`config.mk`:
```
export PLATFORM = sky130hd
export DESIGN_NAME = frame_align_ctrl_flat
export DESIGN_NICKNAME = d
export VERILOG_FILES = /design/src/rtl/frame_align_ctrl_if.sv /design/src/rtl/frame_align_ctrl.sv /design/src/flat_wrapper.sv
export SDC_FILE = /design/constraint.sdc
export NUM_CORES = 1
export LEC_CHECK = 0
export CELL_PAD_IN_SITES_DETAIL_PLACEMENT = 0
export CELL_PAD_IN_SITES_GLOBAL_PLACEMENT = 1
export CORE_MARGIN = 10
export CORE_UTILIZATION = 44
export DETAILED_ROUTE_END_ITERATION = 10
export PLACE_DENSITY = 0.8
export SYNTH_ARGS = -nofsm -noshare
export SYNTH_HDL_FRONTEND = slang
export SYNTH_SLANG_ARGS = --single-unit
export TNS_END_PERCENT = 30
```
`constraint.sdc`:
```
create_clock -name clk_i -period 2.6 [get_ports clk_i]
set_input_delay 0.26 -clock clk_i [delete_from_list [all_inputs] [get_ports clk_i]]
set_output_delay 0.26 -clock clk_i [all_outputs]
set_load 0.01 [all_outputs]
```
`src/rtl/frame_align_ctrl_if.sv`:
```
// frame_align_ctrl_if: control/status and ISERDES-facing signals of one channel's
// word-alignment sequencer.
//   start   : one-cycle (re)train request from slow control
//   frame   : 6-bit deserialized frame-line word, CLK-timed
//   bs      : bitslip pulse fanned out to every ISERDES of the channel
//   busy    : training in progress
//   locked  : alignment achieved and holding
//   error   : training gave up after the slip budget was exhausted
//   lost    : sticky, lock was lost at least once since the last start
//   slipcnt : slips issued in the current training run
// master = register block / ISERDES side, slave = the sequencer.
`timescale 1ns / 1ps

interface frame_align_ctrl_if;
    logic       start;
    logic [5:0] frame;
    logic       bs;
    logic       busy;
    logic       locked;
    logic       error;
    logic       lost;
    logic [3:0] slipcnt;

    modport master (
        output start, frame,
        input  bs, busy, locked, error, lost, slipcnt
    );

    modport slave (
        input  start, frame,
        output bs, busy, locked, error, lost, slipcnt
    );
endinterface

```
`src/rtl/frame_align_ctrl.sv`:
```
// frame_align_ctrl: per-channel bitslip training sequencer for ADC word alignment.
// Waits a settle period, checks the frame line against FramePat, slips once per
// mismatch until Stable consecutive matches are seen, then supervises the lock and
// retrains on its own after Loss consecutive mismatches.
//   clk_i  : divided ADC clock, rising edge
//   rst_ni : asynchronous active-low reset
//   bus    : frame_align_ctrl_if.slave (start/frame in, bs and status out)
// All outputs come straight from flops.
`timescale 1ns / 1ps

module frame_align_ctrl #(
    parameter logic [5:0]  FramePat = 6'b111000,
    parameter int unsigned Settle   = 16,
    parameter int unsigned Stable   = 64,
    parameter int unsigned MaxSlip  = 11,
    parameter int unsigned Loss     = 4
) (
    input  logic                 clk_i,
    input  logic                 rst_ni,
    frame_align_ctrl_if.slave    bus
);

    typedef enum logic [2:0] {
        StIdle,
        StSettle,
        StCheck,
        StSlip,
        StLocked,
        StFail
    } state_e;

    localparam logic [7:0] SettleLoad = 8'(Settle - 1);
    localparam logic [7:0] StableLast = 8'(Stable - 1);
    localparam logic [3:0] MaxSlipCnt = 4'(MaxSlip);
    localparam logic [3:0] LossLast   = 4'(Loss - 1);

    state_e     state_q, state_d;
    logic [7:0] settle_cnt_q, settle_cnt_d;
    logic [7:0] match_cnt_q, match_cnt_d;
    logic [3:0] loss_cnt_q, loss_cnt_d;
    logic [3:0] slip_cnt_q, slip_cnt_d;
    logic       lost_q, lost_d;
    logic       bs_q, bs_d;
    logic       busy_q, busy_d;
    logic       locked_q, locked_d;
    logic       error_q, error_d;
    logic       frame_ok;

    assign frame_ok = (bus.frame == FramePat);

    // State and counter registers
    always_ff @(posedge clk_i or negedge rst_ni) begin
        if (!rst_ni) begin
            state_q      <= StIdle;
            settle_cnt_q <= '0;
            match_cnt_q  <= '0;
            loss_cnt_q   <= '0;
            slip_cnt_q   <= '0;
            lost_q       <= 1'b0;
            bs_q         <= 1'b0;
            busy_q       <= 1'b0;
            locked_q     <= 1'b0;
            error_q      <= 1'b0;
        end else begin
            state_q      <= state_d;
            settle_cnt_q <= settle_cnt_d;
            match_cnt_q  <= match_cnt_d;
            loss_cnt_q   <= loss_cnt_d;
            slip_cnt_q   <= slip_cnt_d;
            lost_q       <= lost_d;
            bs_q         <= bs_d;
            busy_q       <= busy_d;
            locked_q     <= locked_d;
            error_q      <= error_d;
        end
    end

    // Next state and counters; start overrides every other transition
    always_comb begin
        state_d      = state_q;
        settle_cnt_d = settle_cnt_q;
        match_cnt_d  = match_cnt_q;
        loss_cnt_d   = loss_cnt_q;
        slip_cnt_d   = slip_cnt_q;
        lost_d       = lost_q;
        if (bus.start) begin
            state_d      = StSettle;
            settle_cnt_d = SettleLoad;
            slip_cnt_d   = '0;
            lost_d       = 1'b0;
        end else begin
            unique case (state_q)
                StIdle: ;
                StSettle: begin
                    if (settle_cnt_q == '0) begin
                        state_d     = StCheck;
                        match_cnt_d = '0;
                    end else begin
                        settle_cnt_d = settle_cnt_q - 8'd1;
                    end
                end
                StCheck: begin
                    if (frame_ok) begin
                        if (match_cnt_q == StableLast) begin
                            state_d    = StLocked;
                            loss_cnt_d = '0;
                        end else begin
                            match_cnt_d = match_cnt_q + 8'd1;
                        end
                    end else if (slip_cnt_q >= MaxSlipCnt) begin
                        state_d = StFail;
                    end else begin
                        // Count on entry to SLIP so SLIPCNT moves together with BS
                        state_d    = StSlip;
                        slip_cnt_d = (slip_cnt_q == 4'hf) ? slip_cnt_q : slip_cnt_q + 4'd1;
                    end
                end
                StSlip: begin
                    state_d      = StSettle;
                    settle_cnt_d = SettleLoad;
                end
                StLocked: begin
                    if (frame_ok) begin
                        loss_cnt_d = '0;
                    end else if (loss_cnt_q == LossLast) begin
                        state_d      = StSettle;
                        settle_cnt_d = SettleLoad;
                        slip_cnt_d   = '0;
                        loss_cnt_d   = '0;
                        lost_d       = 1'b1;
                    end else begin
                        loss_cnt_d = loss_cnt_q + 4'd1;
                    end
                end
                StFail: ;
                default: state_d = StIdle;
            endcase
        end
    end

    // Outputs decoded from the next state so they are registered alongside it
    always_comb begin
        bs_d     = (state_d == StSlip);
        busy_d   = (state_d == StSettle) || (state_d == StCheck) || (state_d == StSlip);
        locked_d = (state_d == StLocked);
        error_d  = (state_d == StFail);
    end

    assign bus.bs      = bs_q;
    assign bus.busy    = busy_q;
    assign bus.locked  = locked_q;
    assign bus.error   = error_q;
    assign bus.lost    = lost_q;
    assign bus.slipcnt = slip_cnt_q;

endmodule

```
`src/flat_wrapper.sv`:
```
// flat-port wrapper written by rule: the top's interface ports become plain ports
module frame_align_ctrl_flat 
#(
    parameter logic [5:0]  FramePat = 6'b111000,
    parameter int unsigned Settle   = 16,
    parameter int unsigned Stable   = 64,
    parameter int unsigned MaxSlip  = 11,
    parameter int unsigned Loss     = 4
)
  (clk_i, rst_ni, bus_start, bus_frame, bus_bs, bus_busy, bus_locked, bus_error, bus_lost, bus_slipcnt);
  frame_align_ctrl_if bus_i ();
  input  logic clk_i;
  input  logic rst_ni;
  input wire logic [$bits(bus_i.start)-1:0] bus_start;
  input wire logic [$bits(bus_i.frame)-1:0] bus_frame;
  output wire logic [$bits(bus_i.bs)-1:0] bus_bs;
  output wire logic [$bits(bus_i.busy)-1:0] bus_busy;
  output wire logic [$bits(bus_i.locked)-1:0] bus_locked;
  output wire logic [$bits(bus_i.error)-1:0] bus_error;
  output wire logic [$bits(bus_i.lost)-1:0] bus_lost;
  output wire logic [$bits(bus_i.slipcnt)-1:0] bus_slipcnt;
  assign bus_i.start = bus_start;
  assign bus_i.frame = bus_frame;
  assign bus_bs = bus_i.bs;
  assign bus_busy = bus_i.busy;
  assign bus_locked = bus_i.locked;
  assign bus_error = bus_i.error;
  assign bus_lost = bus_i.lost;
  assign bus_slipcnt = bus_i.slipcnt;
  frame_align_ctrl #(.FramePat(FramePat), .Settle(Settle), .Stable(Stable), .MaxSlip(MaxSlip), .Loss(Loss)) u_core (.clk_i(clk_i), .rst_ni(rst_ni), .bus(bus_i));
endmodule
```
Word-level counts from Yosys, hierarchy flattened
Cells that the tools add are included.
{"block": "totals", "register_bits": 32, "in_bits": 9, "out_inout_bits": 9, "word_cells": 90}
{"block": "op_classes", "addsub": 4, "n_lt_le_gt_ge": 1, "eq_ne": 25, "muxes": 33, "bitwise_logic": 1, "n_reduce_logical": 16}
{"operator": "8-bit two-way mux", "count": 7}
{"operator": "4-bit two-way mux", "count": 10}
{"operator": "8-bit one-hot mux with 3 select lines", "count": 1}
{"operator": "3-bit two-way mux", "count": 7}
{"operator": "4-bit one-hot mux with 2 select lines", "count": 2}
{"operator": "8-bit one-hot mux with 2 select lines", "count": 1}
{"operator": "3-bit != test (second input constant)", "count": 5}
{"operator": "3-bit one-hot mux with 5 select lines", "count": 1}
{"operator": "3-bit by 2-bit == test with 1-bit output (second input constant)", "count": 4}
{"operator": "3-bit == test (second input constant)", "count": 4}
{"operator": "4-bit by 1-bit adder with 4-bit output (second input constant)", "count": 2}
{"operator": "8-bit by 1-bit adder with 8-bit output (second input constant)", "count": 1}
{"operator": "8-bit by 6-bit == test with 1-bit output (second input constant)", "count": 1}
{"operator": "8-bit zero test", "count": 1}
{"operator": "4-bit AND reduction", "count": 2}
{"operator": "2-bit nonzero test", "count": 4}
{"operator": "8-bit by 1-bit subtractor with 8-bit output (second input constant)", "count": 1}
{"operator": "3-bit by 1-bit == test with 1-bit output (second input constant)", "count": 2}
{"operator": "6-bit == test (second input constant)", "count": 1}
{"operator": "2-bit by 1-bit != test with 1-bit output (second input constant)", "count": 3}
{"operator": "6-bit AND reduction", "count": 1}
{"operator": "5-bit AND reduction", "count": 1}
{"operator": "4-bit by 2-bit == test with 1-bit output (second input constant)", "count": 1}
{"operator": "4-bit == test (second input constant)", "count": 1}
{"operator": "11 further kinds", "count": 16}

Depth between registers and ports, before layout
Gate-level depths: netlist of run 1.
{"block": "logic_depth", "ltp_word": 8, "depth_mapped": 10, "depth_no_buf": 9}

Worst setup path after synthesis of run 1
Ideal clock, no wire load.
{"block": "synth_path", "path_kind": "input-to-reg", "from": "input port bus_frame[1]", "to": "register u_core.settle_cnt_q[2]", "setup_time_ns": 0.118, "t_arrival_ns": 2.199, "t_required_ns": 2.482, "slack_ns": 0.283, "stages": 8, "n_path_buf": 2, "cell_sequence": "or4b_4 or2_4 buf_6 mux2i_4 a221oi_4 buf_6 nand4_1 a21o_1"}
{"block": "synth_between", "elab_chain_len": 3}
{"element": "start, declared", "line": "flat_wrapper.sv:15", "source": "input wire logic [$bits(bus_i.frame)-1:0] bus_frame;"}
{"element": "6-bit == test", "line": "frame_align_ctrl.sv:49", "source": "assign frame_ok = (bus.frame == FramePat);"}
{"element": "3-bit != test (no source line)"}
{"element": "4-bit AND reduction (no source line)"}
{"element": "end signal, assigned", "line": "frame_align_ctrl.sv:66", "source": "settle_cnt_q <= settle_cnt_d;"}
{"element": "end, declared", "line": "frame_align_ctrl.sv:38", "source": "logic [7:0] settle_cnt_q, settle_cnt_d;"}
No other way between the ends.
A chain may end at the register's enable or synchronous reset.

Worst setup path in the final report of run 1
Same ends and word-level chain as after synthesis.

==> results.md, run 1 <==
- Vias per Instance: 5.86
- Uppermost layer routed: met4
- DRC: 0
- Layout net count: 239
- Final WL: 4.41 mm
- Clk Tree Root Cell: clkbuf_8
- DR WL met3: 268 um
- Syn avg cell area: 9.88 um^2
- Post-synthesis cell type count: 54
- Clk buf depth: 2
- RSZ-0062 raised after global routing: false
- Reg-to-reg critical path endpoint: u_core.settle_cnt_q[2]$_DFFE_PN0P_
- Final Hold Viols: 0
- Pwr dens: 468 nW/um^2
- Crit share post-route: 0.931
- Status: finished, final reports clean
- WS Path Type: input pin to flip-flop
- Final Setup Violations: 0
- Antenna Cells: 0
- Hold crit path type: input pin to asynchronous set/reset pin
- Final Max Slew Viols: 0
- Core area: 4060 um^2
- Worst-Margin Slew: 0.644 ns
- Synthesized Nets: 203
- Post_cts resized: 0
- Share of layout cells above drive strength 1: 0.194
- Worst setup EP type: flip-flop
- Post-CTS setup buffer count: 0
- FMAX: 413 MHz
- Wire per inst: 15.9 um
- Vias in the first global route: 1629
- Clock latency on the worst-skew pair: 0.28 ns
- DP HPWL: 3.29 mm
- H-tree depth: 2
- Metal1 wirelength: 1.93 mm
- CTS Sinks: 32
- Cell area after synthesis: 1880 um^2
- Vert. Die Dim: 85.3 um
- Maximum VDD drop: 248 uV
- Worst Setup Start Kind: input pin
- Setup TNS: 0 ns
- First-pass GRT wire length: 7.74 mm
- Met2 WL: 2.16 mm
- GPL Wtd Cong: 0.775
- Row count: 23
- Seq/Total Area, Yosys: 0.426
- DRT iter0 DRCs: 138
- Share of the synthesized area in the top cell type: 0.426
- Min cycle time layout: 2.42 ns
- Clock Pin Slew Worst Setup and Hold Paths: 0.07 ns
- Drt pass-1 iters: 4
- Port buffer count: 17
- CTS buffer count: 5
- Die area: 7280 um^2
- Synth Instances: 190
- Post-CTS Hold Fix Bufs: 0
- ANT nets after route: 0
- Initial Util: 0.463
- Worst EP arrival: 2.59 ns
- Worst r2r src: u_core.match_cnt_q[0]$_DFFE_PN0P_
- Clk_skew: 0.00642 ns
- Initial antenna violation count: 0
- Via Count: 1624
- Yosys warns: 0
- CP endpoint: u_core.settle_cnt_q[2]$_DFFE_PN0P_
- Largest area contributor in the netlist: dfrtp_1
- Global route total overflow: 0
- TritonCTS clock tree: done
- R2R cell count: 8
- Die Width: 85.3 um
- Fin util: 0.570
- Main synth FF type: dfrtp_1
- Max-cap viol count: 0
- Top-level I/O count: 18
- Layout area overhead: 23.2%
- R2R Setup Slk: 0.20 ns
- Flops & latches, synth: 32
- CP required: 2.77 ns
- Slew HR: 0.568
- All-Layer GR Usage: 0.127
- Post-synthesis async set-or-reset flop share: 1.00
- Worst-path maximum fanout: 8
- Area contributors post-synth: dfrtp_1 (43%), o21ai_0 (4.0%), nor2_1 (3.4%)
- Leak: 0.958 nW
- Largest net degree at the start of global routing: 33
- Post-synth EDFFs: 0
- CP Launch Point: bus_frame[1]
==> through the flow <==
step / hold WS [ns] / area, um^2 / power [mW] / cells / setup WS, ns
6_report: 0.380 / 2310 / 1.08 / 277 / 0.180
4_1_cts: 0.390 / 2310 / 1.10 / 277 / 0.152
2_1_floorplan: -0.0356 / 1880 / 0.537 / 190 / 0.283
3_3_place_gp: 0.487 / 2180 / 0.566 / 269 / -0.0482
3_5_place_dp: 0.498 / 2180 / 0.569 / 269 / -0.109
5_1_grt: 0.412 / 2310 / 1.13 / 277 / 0.0300
==> critical path, cell delays in order <==
cell             delay, ns
clkdlybuf4s50_1       0.41
or4b_4                0.54
or2_4                 0.29
o311ai_2              0.41
a221oi_4              0.12
buf_4                 0.19
a31o_1                0.22
a21o_1                0.16
==> cell usage in the layout (no fill, tap or decap), drive strengths merged, types with 3 or more instances in the layout <==
| cell | Yosys | final |
|---|---|---|
| a21oi | 9 | 9 |
| nand3 | 12 | 12 |
| nand2 | 13 | 13 |
| dfrtp | 32 | 32 |
| o31ai | 6 | 6 |
| ha | 4 | 4 |
| buf | 3 | 18 |
| inv | 11 | 11 |
| nor3b | 4 | 4 |
| a31o | 4 | 4 |
| clkdlybuf4s50 | 0 | 17 |
| nand4 | 4 | 4 |
| clkbuf | 3 | 7 |
| a31oi | 5 | 5 |
| nor2 | 17 | 17 |
| a41oi | 3 | 3 |
| and2 | 5 | 5 |
| or3 | 3 | 3 |
| o21ai | 15 | 15 |
| nor4 | 3 | 3 |
==> cells by family after synthesis <==
family	synth area share
AND/OR/NAND/NOR	0.220
AO/OA/AOI/OAI	0.241
flip-flops	0.426
buffers and inverters	0.0580
adder cells (fa/ha/maj)	0.0266
multiplexers	0.0240
XOR/XNOR	0.00466
==> per-layer routing <==
layer  vias to the layer above  GRT usage
met2                        47      0.204
li1                        783          -
met4                         0     0.0419
met1                       788      0.157
met5                         -          0
met3                         6     0.0392
==> worst min path at each step <==
| stage | start | to | slack, ns |
|---|---|---|---|
| final | rst_ni | u_core.loss_cnt_q[2]$_DFFE_PN0P_ | 0.38 |
| after global routing | rst_ni | u_core.loss_cnt_q[3]$_DFFE_PN0P_ | 0.41 |
| after CTS | rst_ni | u_core.loss_cnt_q[3]$_DFFE_PN0P_ | 0.39 |
| after detailed placement | u_core.loss_cnt_q[1]$_DFFE_PN0P_ | u_core.loss_cnt_q[1]$_DFFE_PN0P_ | 0.50 |
| after global placement | u_core.loss_cnt_q[1]$_DFFE_PN0P_ | u_core.loss_cnt_q[1]$_DFFE_PN0P_ | 0.49 |
| after floorplan | rst_ni | u_core.bus.bs$_DFF_PN0_ | -0.04 |
==> cell type report <==
| cell class | instances | area [um^2] |
|---|---|---|
| clock buffer | 7 | 96.3 |
| clock inverter | 1 | 30.0 |
| fill | 360 | 1740 |
| inverter | 11 | 43.8 |
| multi-input combinational | 141 | 975 |
| sequential | 32 | 801 |
| tap | 50 | 62.6 |
| timing repair buffer | 35 | 305 |
==> synth_stat cells, drive strengths merged (2+ instances only) <==
cell type	number
o31ai	6
or3	3
nor3	2
a31oi	5
buf	3
nand3	12
a22o	2
nor2	17
clkbuf	3
ha	4
a31o	4
o21ai	15
nor2b	2
nand2b	2
nor4	3
a311oi	2
nor3b	4
a21o	2
a41oi	3
mux2	2
nand2	13
a21oi	9
dfrtp	32
a221oi	2
inv	11
and2	5
nand4	4
==> power by group <==
part           switching, mW  leakage [nW]  internal (mW)  total [mW]
clock network          0.186        0.0645          0.338       0.524
registers            0.00401         0.420          0.502       0.506
logic                 0.0292         0.474         0.0244      0.0535
==> registers in the layout, indices dropped and copies added, names as in the netlist <==
name                 flops
u_core.bus.slipcnt       4
u_core.bus.busy          1
u_core.bus.bs            1
u_core.state_q           3
u_core.settle_cnt_q      8
u_core.bus.lost          1
u_core.bus.locked        1
u_core.loss_cnt_q        4
u_core.match_cnt_q       8
u_core.bus.error         1
(Power assumes the default switching activity.)
==> inputs of run 2 (changes only) <==
clock period = 2.3 ns   (was 2.6 ns; I/O delays follow)
==> results.md, run 2 (synthesis results as in run 1) <==
- Status: finished, final reports clean (unchanged)
- Layout area overhead: 31.4% (was 23.2%)
- GPL Wtd Cong: 0.811 (was 0.775)
- Crit share post-route: 0.961
- WS Path Type: input pin to flip-flop (unchanged)
- CP max-delay cell: or4b_4 (unchanged)
- Maximum VDD drop: 305 uV (was 248 uV)
- CTS Sinks: 32 (unchanged)
- Clk_skew: 0.00583 ns (was 0.00642 ns)
- Row count: 23 (unchanged)
- Wire per inst: 15.2 um (was 15.9 um)
- DRC: 0 (unchanged)
- Die Width: 85.3 um (unchanged)
- Final Setup Violations: 0 (unchanged)
- CP required: 2.48 ns (was 2.77 ns)
- Setup TNS: 0 ns (unchanged)
- Worst-path maximum fanout: 6 (was 8)
- Final Max Slew Viols: 0 (unchanged)
- First-pass GRT wire length: 7.74 mm (unchanged)
- FMAX: 452 MHz
- Core area: 4060 um^2 (unchanged)
- Clock latency on the worst-skew pair: 0.29 ns (was 0.28 ns)
- Comb pwr share: 0.053 (was 0.049)
- Vias in the first global route: 1659 (was 1629)
- TritonCTS clock tree: done (unchanged)
- Crit path cell chain: dlygate4sd2_1, or4b_4, buf_6, buf_4, o21ai_0, o211a_1, a221oi_4, buf_6, a31o_1, a21o_1 (was clkdlybuf4s50_1, or4b_4, or2_4, o311ai_2, a221oi_4, buf_4, a31o_1, a21o_1)
- Largest net degree at the start of global routing: 33 (unchanged)
- Clk buf depth: 2 (unchanged)
- FILL cells: 349 (was 360)
- Port buffer count: 17 (unchanged)
- Critical path's largest stage delay: 0.54 ns (about the same)
- Pwr dens: 476 nW/um^2 (was 468 nW/um^2)
- Top Registers: u_core.match_cnt_q: 8 flops, u_core.settle_cnt_q: 8 flops (unchanged)
- Worst setup EP type: flip-flop (unchanged)
- Slew HR: 0.653 (was 0.568)
- H-tree depth: 2 (unchanged)
- Initial antenna violation count: 0 (unchanged)
- Int Power: 0.916 mW (was 0.864 mW)
- Switching power: 0.259 mW (was 0.219 mW)
- Min cycle time layout: 2.21 ns
- Layout net count: 254 (was 239)
- Vert. Die Dim: 85.3 um (unchanged)
- Final Power: 1.17 mW (was 1.08 mW)
- CTS buffer count: 5 (unchanged)
- Hold crit path type: input pin to asynchronous set/reset pin (unchanged)
- Leak: 1.04 nW (was 0.958 nW)
- Clk pwr share: 0.461 (was 0.484)
- Switching Share: 0.221 (was 0.202)
- All-Layer GR Usage: 0.127 (about the same)
- Final Hold Viols: 0 (unchanged)
- Max-cap viol count: 0 (unchanged)
- Post-CTS Hold Fix Bufs: 0 (unchanged)
- Most common cell after layout, fill and taps aside: dfrtp_1 (unchanged)
- DRT iter0 DRCs: 84 (was 138)
- Via Count: 1649 (was 1624)
- Reg power frac: 0.487 (was 0.467)
- Initial Util: 0.463 (unchanged)
- ANT nets after route: 0 (unchanged)
- Die area: 7280 um^2 (unchanged)
- CP dominant cell by count: buf_6
- DP HPWL: 3.32 mm (was 3.29 mm)
- Final WL: 4.45 mm (was 4.41 mm)
- Worst Setup Start Kind: input pin (unchanged)
- Antenna Cells: 0 (unchanged)
- Worst EP arrival: 2.39 ns (was 2.59 ns)
- Share of layout cells above drive strength 1: 0.269 (was 0.194)
- Drt pass-1 iters: 4 (unchanged)
- Worst-Margin Slew: 0.517 ns (was 0.644 ns)
- Clock Pin Slew Worst Setup and Hold Paths: 0.07 ns (about the same)
- Clk Tree Root Cell: clkbuf_8 (unchanged)
- Vias per Instance: 5.65 (was 5.86)
- Top-level I/O count: 18 (unchanged)
- Most frequent cells in the layout: dfrtp_1 (32), buf_4 (29), nor2_1 (17), o21ai_0 (15), clkdlybuf4s50_1 (13) (was dfrtp_1 (32), buf_4 (18), nor2_1 (17), clkdlybuf4s50_1 (17), o21ai_0 (15))
- Global route total overflow: 0 (unchanged)
-- run 2: layer usage --
layer | global-route usage | wire length, um | vias up
met3 | 0.0363 | 195 | 7
met1 | 0.146 | 2000 | 787
li1 | - | - | 816
met2 | 0.218 | 2180 | 39
met4 | 0.0479 | 74 | 0
met5 | 0 | 0 | -
-- run 2: path summary, 6_finish.rpt --
check                                                  start  cells after the start  slack, ns                                  to
setup / recovery                                bus_frame[2]                     10       0.09  u_core.settle_cnt_q[2]$_DFFE_PN0P_
setup reg to reg           u_core.match_cnt_q[1]$_DFFE_PN0P_                      8       0.11  u_core.settle_cnt_q[2]$_DFFE_PN0P_
hold / removal                                        rst_ni                      2       0.34    u_core.loss_cnt_q[0]$_DFFE_PN0P_
hold reg to reg            u_core.match_cnt_q[1]$_DFFE_PN0P_                      2       0.52   u_core.match_cnt_q[1]$_DFFE_PN0P_
min in group clk_i         u_core.match_cnt_q[1]$_DFFE_PN0P_                      2       0.52   u_core.match_cnt_q[1]$_DFFE_PN0P_
max in group asynchronous                             rst_ni                      2       1.66   u_core.match_cnt_q[5]$_DFFE_PN0P_
-- run 2: final cells by class --
| cell class | instances | area (um^2) | share of cell area |
|---|---|---|---|
| Sequential cell | 32 | 801 | 0.324 |
| Clock buffer | 5 | 68.8 | 0.0279 |
| Timing Repair Buffer | 50 | 437 | 0.177 |
| Tap cell | 50 | 62.6 | 0.0253 |
| Multi-Input combinational cell | 141 | 1010 | 0.411 |
| Clock inverter | 3 | 42.5 | 0.0172 |
| Inverter | 11 | 43.8 | 0.0177 |
-- run 2: power groups by stage --
stage / Sequential [mW] / Clock [mW] / Combinational [mW]
2_1_floorplan: 0.581 / 0 / 0.0261
3_3_place_gp: 0.582 / 0 / 0.0601
3_5_place_dp: 0.582 / 0 / 0.0628
4_1_cts: 0.572 / 0.549 / 0.0617
5_1_grt: 0.572 / 0.573 / 0.0695
6_report: 0.572 / 0.541 / 0.0618
-- run 2: worst max-delay path, delay by kind of cell --
kind / cells / cell delay [ns]
AO/OA/AOI/OAI: 5 / 0.99
buffers and inverters: 4 / 0.63
AND/OR/NAND/NOR: 1 / 0.54
-- run 2: per-stage QoR --
stage                      util  instances  hold slack [ns]  setup slack (ns)  area, um^2
final                     0.608        292            0.336            0.0889        2470
after global routing      0.608        292            0.378          -0.00789        2470
after CTS                 0.599        291            0.345            0.0314        2430
after detailed placement  0.565        282            0.506            -0.363        2290
after global placement    0.565        282            0.487            -0.301        2290
after floorplan               -        190          -0.0656            0.0131        1880
-- run 2: timing repair --
item | CTS | global route
setup buffers | 1 | 1
gates resized for setup | 9 | 6
setup endpoints to repair | 6 | 17
pin swaps | 6 | 1
